`src/rtl/fa_pkg.sv`:
```
// fa_pkg: FSM state encoding and chunk-count / index-width helpers for fa_nbits_seq
package fa_pkg;
  typedef enum logic [1:0] {IDLE, RUN, DONE} fa_state_t;
  function automatic int fa_nch(input int w, input int c);
    return w / c;
  endfunction
  function automatic int fa_idx_w(input int w, input int c);
    return (w / c > 1) ? $clog2(w / c) : 1;
  endfunction
endpackage

```
`src/rtl/fa_chunk.sv`:
```
// fa_chunk: W-bit ripple adder of full adders; ports a,b,ci -> s,co plus msb_ci (carry into top bit)
module fa_chunk #(
  parameter int W = 4
) (
  input  logic [W-1:0] a,
  input  logic [W-1:0] b,
  input  logic         ci,
  output logic [W-1:0] s,
  output logic         co,
  output logic         msb_ci
);
  logic [W:0] c;
  assign c[0] = ci;
  for (genvar g = 0; g < W; g++) begin : g_fa
    assign s[g]   = a[g] ^ b[g] ^ c[g];
    assign c[g+1] = (a[g] & b[g]) | (c[g] & (a[g] ^ b[g]));
  end
  assign co     = c[W];
  assign msb_ci = c[W-1];
endmodule

```
`src/rtl/fa_nbits_seq.sv`:
```
// fa_nbits_seq: chunk-serial add/sub; in_valid/in_ready + i0,i1,cin,sub in; out_valid/out_ready + sum,cout,ovf out
module fa_nbits_seq
  import fa_pkg::*;
#(
  parameter int WIDTH = 16,
  parameter int CHUNK = 4
) (
  input  logic             clk,
  input  logic             rst,
  input  logic             in_valid,
  output logic             in_ready,
  input  logic [WIDTH-1:0] i0,
  input  logic [WIDTH-1:0] i1,
  input  logic             cin,
  input  logic             sub,
  output logic             out_valid,
  input  logic             out_ready,
  output logic [WIDTH-1:0] sum,
  output logic             cout,
  output logic             ovf
);
  localparam int NCH = fa_nch(WIDTH, CHUNK);
  localparam int IW  = fa_idx_w(WIDTH, CHUNK);
  fa_state_t        state_q, state_d;
  logic [WIDTH-1:0] a_q, a_d, b_q, b_d, sum_q, sum_d;
  logic             carry_q, carry_d, ovf_q, ovf_d;
  logic [IW-1:0]    idx_q, idx_d;
  logic [CHUNK-1:0] ch_s;
  logic             ch_co, ch_msb_ci, last;
  fa_chunk #(.W(CHUNK)) u_chunk (
    .a      (a_q[idx_q*CHUNK +: CHUNK]),
    .b      (b_q[idx_q*CHUNK +: CHUNK]),
    .ci     (carry_q),
    .s      (ch_s),
    .co     (ch_co),
    .msb_ci (ch_msb_ci)
  );
  assign last      = idx_q == IW'(NCH - 1);
  assign in_ready  = state_q == IDLE;
  assign out_valid = state_q == DONE;
  assign sum       = sum_q;
  assign cout      = carry_q;
  assign ovf       = ovf_q;
  // Subtraction is i0 + ~i1 + ~cin, so the borrow-in becomes an inverted carry-in.
  always_comb begin
    state_d = state_q;
    a_d     = a_q;
    b_d     = b_q;
    sum_d   = sum_q;
    carry_d = carry_q;
    ovf_d   = ovf_q;
    idx_d   = idx_q;
    case (state_q)
      IDLE: if (in_valid) begin
        a_d     = i0;
        b_d     = sub ? ~i1 : i1;
        carry_d = sub ? ~cin : cin;
        sum_d   = '0;
        ovf_d   = 1'b0;
        idx_d   = '0;
        state_d = RUN;
      end
      RUN: begin
        sum_d[idx_q*CHUNK +: CHUNK] = ch_s;
        carry_d = ch_co;
        ovf_d   = last ? ch_msb_ci ^ ch_co : ovf_q;
        idx_d   = last ? '0 : idx_q + IW'(1);
        state_d = last ? DONE : RUN;
      end
      DONE: state_d = out_ready ? IDLE : DONE;
      default: state_d = IDLE;
    endcase
  end
  always_ff @(posedge clk or posedge rst) begin
    if (rst) begin
      state_q <= IDLE;
      a_q     <= '0;
      b_q     <= '0;
      sum_q   <= '0;
      carry_q <= 1'b0;
      ovf_q   <= 1'b0;
      idx_q   <= '0;
    end else begin
      state_q <= state_d;
      a_q     <= a_d;
      b_q     <= b_d;
      sum_q   <= sum_d;
      carry_q <= carry_d;
      ovf_q   <= ovf_d;
      idx_q   <= idx_d;
    end
  end
endmodule

```
`config.mk`:
```
export PLATFORM = sky130hd
export DESIGN_NAME = fa_nbits_seq
export DESIGN_NICKNAME = d
export VERILOG_FILES = /design/src/rtl/fa_pkg.sv /design/src/rtl/fa_chunk.sv /design/src/rtl/fa_nbits_seq.sv
export SDC_FILE = /design/constraint.sdc
export NUM_CORES = 1
export LEC_CHECK = 0
export CAP_MARGIN = 10
export CORE_UTILIZATION = 45
export CTS_CLUSTER_DIAMETER = 120
export CTS_CLUSTER_SIZE = 12
export DETAILED_ROUTE_END_ITERATION = 12
export PLACE_DENSITY_LB_ADDON = 0.2
export SKIP_LAST_GASP = 1
export SYNTH_ARGS = -nofsm -noshare
export SYNTH_HDL_FRONTEND = slang
export SYNTH_SLANG_ARGS = --single-unit
export TNS_END_PERCENT = 10
```
`constraint.sdc`:
```
create_clock -name clk -period 3.29 [get_ports clk]
set_input_delay 0.658 -clock clk [delete_from_list [all_inputs] [get_ports clk]]
set_output_delay 0.658 -clock clk [all_outputs]
set_load 0.05 [all_outputs]
```
### Word level (Yosys, flattened, before mapping)

Index checks and enable logic that the tools add are counted.

* flip-flop bits (word level): 54
* word-level logic and storage cells: 63

* add/subtract/negate cells: 2
* equal/unequal tests: 5
* shift operators: 4
* muxes and demuxes: 17
* bitwise operators: 23
* reduce and logical (&&, ||, !) cells: 5

Operators with widths (number)
* 4-bit negator with 34-bit output: 1
* 4-bit by 34-bit variable shift with 16-bit output (first input constant): 1
* 4-bit by 34-bit variable part select with 16-bit output: 1
* 16-bit two-way mux: 2
* 16-bit case mux with 2 select lines: 1
* 16-bit by 5-bit variable part select with 4-bit output: 2
* 16-bit bitwise mux: 1
* 16-bit NOT: 1
* 2-bit two-way mux: 5
* 1-bit XOR: 9
* 1-bit bitwise AND: 8
* 2-bit case mux with 3 select lines: 1
* 2-bit == test (second input constant): 2
* 1-bit two-way mux: 4
* 2-bit inequality test (second input constant): 2
* 1-bit bitwise OR: 4
* 1-bit case mux with 2 select lines: 2
* 2-bit case mux with 2 select lines: 1
* 2-bit AND reduction: 2
* 3-bit AND reduction: 1
* 2-bit by 1-bit adder with 2-bit output (second input constant): 1
* 2-bit by 1-bit == test with 1-bit output (second input constant): 1
* 2-bit zero test: 1
* 2-bit nonzero test: 1
* 1-bit NOT: 1

### Depth between registers and ports, before layout

Gate-level depths: netlist of run 1.

* depth after elaboration: 13
* depth in mapped cells: 13

### Modules after synthesis

A second synthesis of run 1 with hierarchy kept.

* cells, all modules: 213
* area, all modules: 2697.6 µm²

By module, submodules not included
* fa_nbits_seq: instances 1, cells each 201, area each 2587.5 µm², seq. area each 1351.3 µm²
* fa_chunk: instances 1, cells each 12, area each 110.1 µm², seq. area each 0.0 µm²

### Worst setup path after synthesis of run 1

Ideal clock, no wire load.

* path type: register to register
* start point: register idx_q[0]
* end point: register ovf_q, in the netlist ovf
* arrival: 2.937 ns
* slack: 0.228 ns
* cell stages (with the launch flop): 14
* clock period less this slack: 3.062 ns
* path through: dfrtp_1 -> buf_2 -> mux4_2 -> inv_1 -> fa_1 -> inv_1 -> fa_1 -> inv_1 -> fa_1 -> inv_1 -> fa_1 -> xor2_1 -> nor2_1 -> mux2_2

* longest elaborated chain between the ends: 13

Ends and longest elaborated chain
* start: declaration: RTL line fa_nbits_seq.sv:27 `logic [IW-1:0] idx_q, idx_d;`
* start signal: assignment: RTL line fa_nbits_seq.sv:90 `idx_q <= idx_d;`
* 16-bit by 5-bit variable part select with 4-bit output (on tied branches): RTL line fa_nbits_seq.sv:31, fa_nbits_seq.sv:32
* 1-bit XOR: RTL line fa_chunk.sv:16 `assign c[g+1] = (a[g] & b[g]) | (c[g] & (a[g] ^ b[g]));`
* 1-bit bitwise AND: RTL line fa_chunk.sv:16
* 1-bit bitwise OR: RTL line fa_chunk.sv:16
* 1-bit bitwise AND: RTL line fa_chunk.sv:16
* 1-bit bitwise OR: RTL line fa_chunk.sv:16
* 1-bit bitwise AND: RTL line fa_chunk.sv:16
* 1-bit bitwise OR: RTL line fa_chunk.sv:16
* 1-bit bitwise AND: RTL line fa_chunk.sv:16
* 1-bit bitwise OR: RTL line fa_chunk.sv:16
* 1-bit XOR: RTL line fa_nbits_seq.sv:66 `ovf_d = last ? ch_msb_ci ^ ch_co : ovf_q;`
* 1-bit two-way mux: RTL line fa_nbits_seq.sv:66
* 1-bit case mux with 2 select lines: RTL line fa_nbits_seq.sv:53 `case (state_q)`
* end signal: assignment: RTL line fa_nbits_seq.sv:89 `ovf_q <= ovf_d;`
* end: declaration: RTL line fa_nbits_seq.sv:26 `logic carry_q, carry_d, ovf_q, ovf_d;`

Several ways; a longest one is shown, not always the timed one. The select of a mux whose other input is x is not followed.
A chain may end at the register's enable or synchronous reset.

### Worst setup path in the final report of run 1

Ends and elaborated chain as after synthesis.

==> metrics.md, run 1 <==
| Metric | Value |
|---|---|
| Largest cells by area after synthesis | `dfrtp_1 52%, nand2_1 9.9%, xnor2_1 5.3%, mux4_2 5.2%, fa_1 3.1%` |
| Crit path time final | `2.878 ns` |
| Antenna violations before repair | `0` |
| Worst hold-check path type | `flip-flop to flip-flop` |
| Mapped cell area | `0.002620 mm²` |
| Top routing layer used | `met4` |
| Fillers | `~490` |
| CTS tree | `built` |
| Sinks on Clock Net | `54` |
| Synthesized netlist cell count | `246` |
| Setup crit start | `idx_q[0]` |
| Synth Area per Inst | `between 10 and 15 µm²` |
| Status | `finished clean` |
| Endpoints failing hold | `0` |
| Worst Tran Pin Value | `just under 1 ns` |
| Final worst slack | `roughly 0.41 ns` |
| Synth warn | `0` |
| Slew margin rel. | `0.3380` |
| P per Cell Area | `1008 mW/mm²` |
| Largest net degree at the start of global routing | `36` |
| Setup Fix Bufs, Post-CTS | `0` |
| Count leader, synth | `nand2_1` |
| I/O pin total | `58` |
| Post-DP HPWL | `4014 µm` |
| Routed len/inst | `about 14 µm` |
| Most used DFF post-synth | `dfrtp_1` |
| Yosys cell types | `30` |
| RSZ-0062 raised after global routing | `false` |
| Area Growth Syn to Fin | `29.75%` |
| Crit path max fanout | `4` |
| Max Root-Sink Buffers | `2` |
| Worst ir drop on vdd | `approximately 0.55 mV` |
| Cts bufs inserted | `5` |
| GRT Total Usage | `0.1881` |
| Top cell type's share of synthesized area | `0.5158` |
| First-pass iteration count of the detailed router | `4` |
| WL met1 | `between 2000 and 2500 µm` |
| Final setup violation count | `0` |
| Most instantiated cells after synthesis | `69 x nand2_1, 54 x dfrtp_1, 16 x o21ai_0, 16 x xnor2_1, 11 x inv_1` |
| Initial DRC count | `73` |
| Fmax | `347.5 MHz` |
| Final net count | `350` |
| CTS Hold Bufs | `0` |
| Antenna diode count | `0` |
| Post-synthesis sequential area ratio | `0.5158` |
| Row count | `27` |
| Required @ worst endpoint | `3.48 ns` |
| Starting density of the core | `0.4700` |
| Setup TNS | `0 ns` |
| Worst-Skew Late Latency | `0.30 ns` |
| Clk_skew | `around 0.0049 ns` |
| Detailed-route via count | `1896` |
| Hold_ws | `0.4802 ns` |
| Met2 WL | `2528 µm` |
| Part of the cycle the worst path needs | `0.8746` |
| CP Class | `flip-flop to flip-flop` |
| Met3 routed WL | `187 µm` |
| CP startpoint kind | `flip-flop` |
| CP Capture Type | `flip-flop` |
| Die Ht | `~80 µm` |
| Number of synthesized flops with an enable pin | `0` |
| Port buffer count | `57` |
| Core area | `0.005574 mm²` |
| Max-slew violations | `0` |
| Routed WL | `5125 µm` |
| Horiz. Die Dim | `a little under 80 µm` |
| Share of cells above drive strength 1 | `0.07869` |
| GP Congestion | `0.7779` |
| Clock root buffer master | `clkbuf_8` |
| Vias per cell | `5.029` |
| Vias in the first global route | `1907` |
| H-tree depth | `2` |
| Post-synthesis async set-or-reset flop share | `1.000` |
| Syn_nets | `just under 300` |
| Routed Antenna Nets | `0` |
| Max_cap viols | `0` |
| Clock slew seen by the registers of the worst setup and hold paths | `0.09 ns` |
| HP Start | `a_q[2]` |
| Layout Utilization | `0.6099` |
| DIE AREA | `roughly 0.0061 mm²` |
| CP arrival | `3.07 ns` |
| Seq cells post-synth | `54` |
| PostCTS Resize Cnt | `0` |
| Worst flop-to-flop path startpoint | `idx_q[0]` |
| GRT overflow | `0` |
| Lkg Pwr | `between 1.5 and 2 nW` |
| Residual DRC | `0` |
| First-pass GRT wire length | `approximately 9000 µm` |
| Area leader, netlist | `dfrtp_1` |
| DP Worst Slack | `0.4167 ns` |
[critical path, cell delays in order, from the launching register on]
cell and delay [ns]:
dfrtp_1 0.43, mux4_2 0.51, inv_1 0.08, fa_1 0.16, inv_1 0.05, fa_1 0.36, inv_1 0.07, fa_1 0.20
inv_1 0.06, fa_1 0.40, xor2_1 0.14, nor2_1 0.05, mux2_2 0.25
[flip-flops by register name, summed over array words and instances (netlist names)]
register / cells
ovf: 1
sum: 16
idx_q: 2
b_q: 16
cout: 1
state_q: 2
a_q: 16
[report_power, final]
part / internal [mW] / switching (mW)
Clock: 0.213 / 0.205
Sequential: 0.944 / 0.194
Combinational: 0.775 / 1.10
Total: 1.93 / 1.50
[per-layer routing]
metal	vias to the layer above	GRT usage
li1	942	-
met1	901	0.2512
met2	47	0.3184
met3	6	0.04070
met4	0	0.03519
met5	-	0
[layout make-up]
cell class | instances | area, µm² | share of cell area
multi-input cells | 168 | 1171 | 0.3445
inverters | 11 | 41.29 | 0.01215
flip-flops and latches | 54 | 1351 | 0.3975
clock buffers | 8 | 110.1 | 0.03239
well taps | 72 | 90.09 | 0.02650
repair buffers | 64 | 635.6 | 0.1870
[logic make-up (layout without fill, tap and decap cells)]
group / count (synthesis) / after routing / share of synthesized area
AO/OA/AOI/OAI: 42 / 42 / 0.1108
XOR/XNOR: 18 / 18 / 0.06017
adder cells (fa/ha/maj): 8 / 8 / 0.04967
buffers and inverters: 24 / 83 / 0.03725
flip-flops: 54 / 54 / 0.5158
multiplexers: 9 / 9 / 0.07593
AND/OR/NAND/NOR: 91 / 91 / 0.1504
[metrics by stage]
step,cells,cell area [µm²],power [mW]
after floorplan,246,2620,2.440
after global placement,369,3289,2.997
after detailed placement,369,3289,3.042
after CTS,377,3400,3.462
after global routing,377,3400,3.701
final,377,3400,3.428
[layout by cell type (no fill, tap or decap)]
master           synthesis  layout
o21ai_0                 16      16
clkbuf_8                 0       8
or3b_1                   2       2
nor4b_1                  1       1
a21o_1                   4       4
and3_1                   1       1
ha_1                     4       4
buf_4                    0       6
mux4_1                   2       2
clkdlybuf4s50_1          0      57
inv_1                   11      10
nor3b_2                  1       1
or3_1                    1       1
or2_1                    1       1
nor3_1                   1       1
nand3_1                  4       4
o2bb2ai_1                8       8
inv_2                    0       1
fa_1                     4       4
a22o_1                   8       8
nand2b_1                 3       3
xnor2_1                 16      16
buf_12                   0       1
mux4_2                   6       6
xor2_1                   2       2
o21ai_1                  2       2
nor2_1                   4       4
o31ai_1                  3       3
nand2_1                 69      69
dfrtp_1                 54      54
mux2_2                   1       1
a22oi_1                  1       1
nor2b_1                  3       3
[path summary, 6_finish.rpt]
check,endpoint,slack [ns],depth (start not counted)
max,ovf,0.41,12
min,a_q[2],0.48,2
max reg2reg,ovf,0.41,12
min reg2reg,a_q[2],0.48,2
max in group asynchronous,b_q[8],2.02,3
min in group asynchronous,sum[5],0.73,2
No activity file was read; power rests on OpenSTA's default activity.
==> run 2: changes to the inputs <==
- SKIP_LAST_GASP: 1 -> not set
==> results of run 2 <==
Same layout as run 1: the final DEF is identical, and so are final timing and power.
==> run 3: changes to the inputs <==
- TNS_END_PERCENT: 10 -> 30
==> results of run 3 <==
Same layout as run 1: the final DEF is identical, and so are final timing and power.
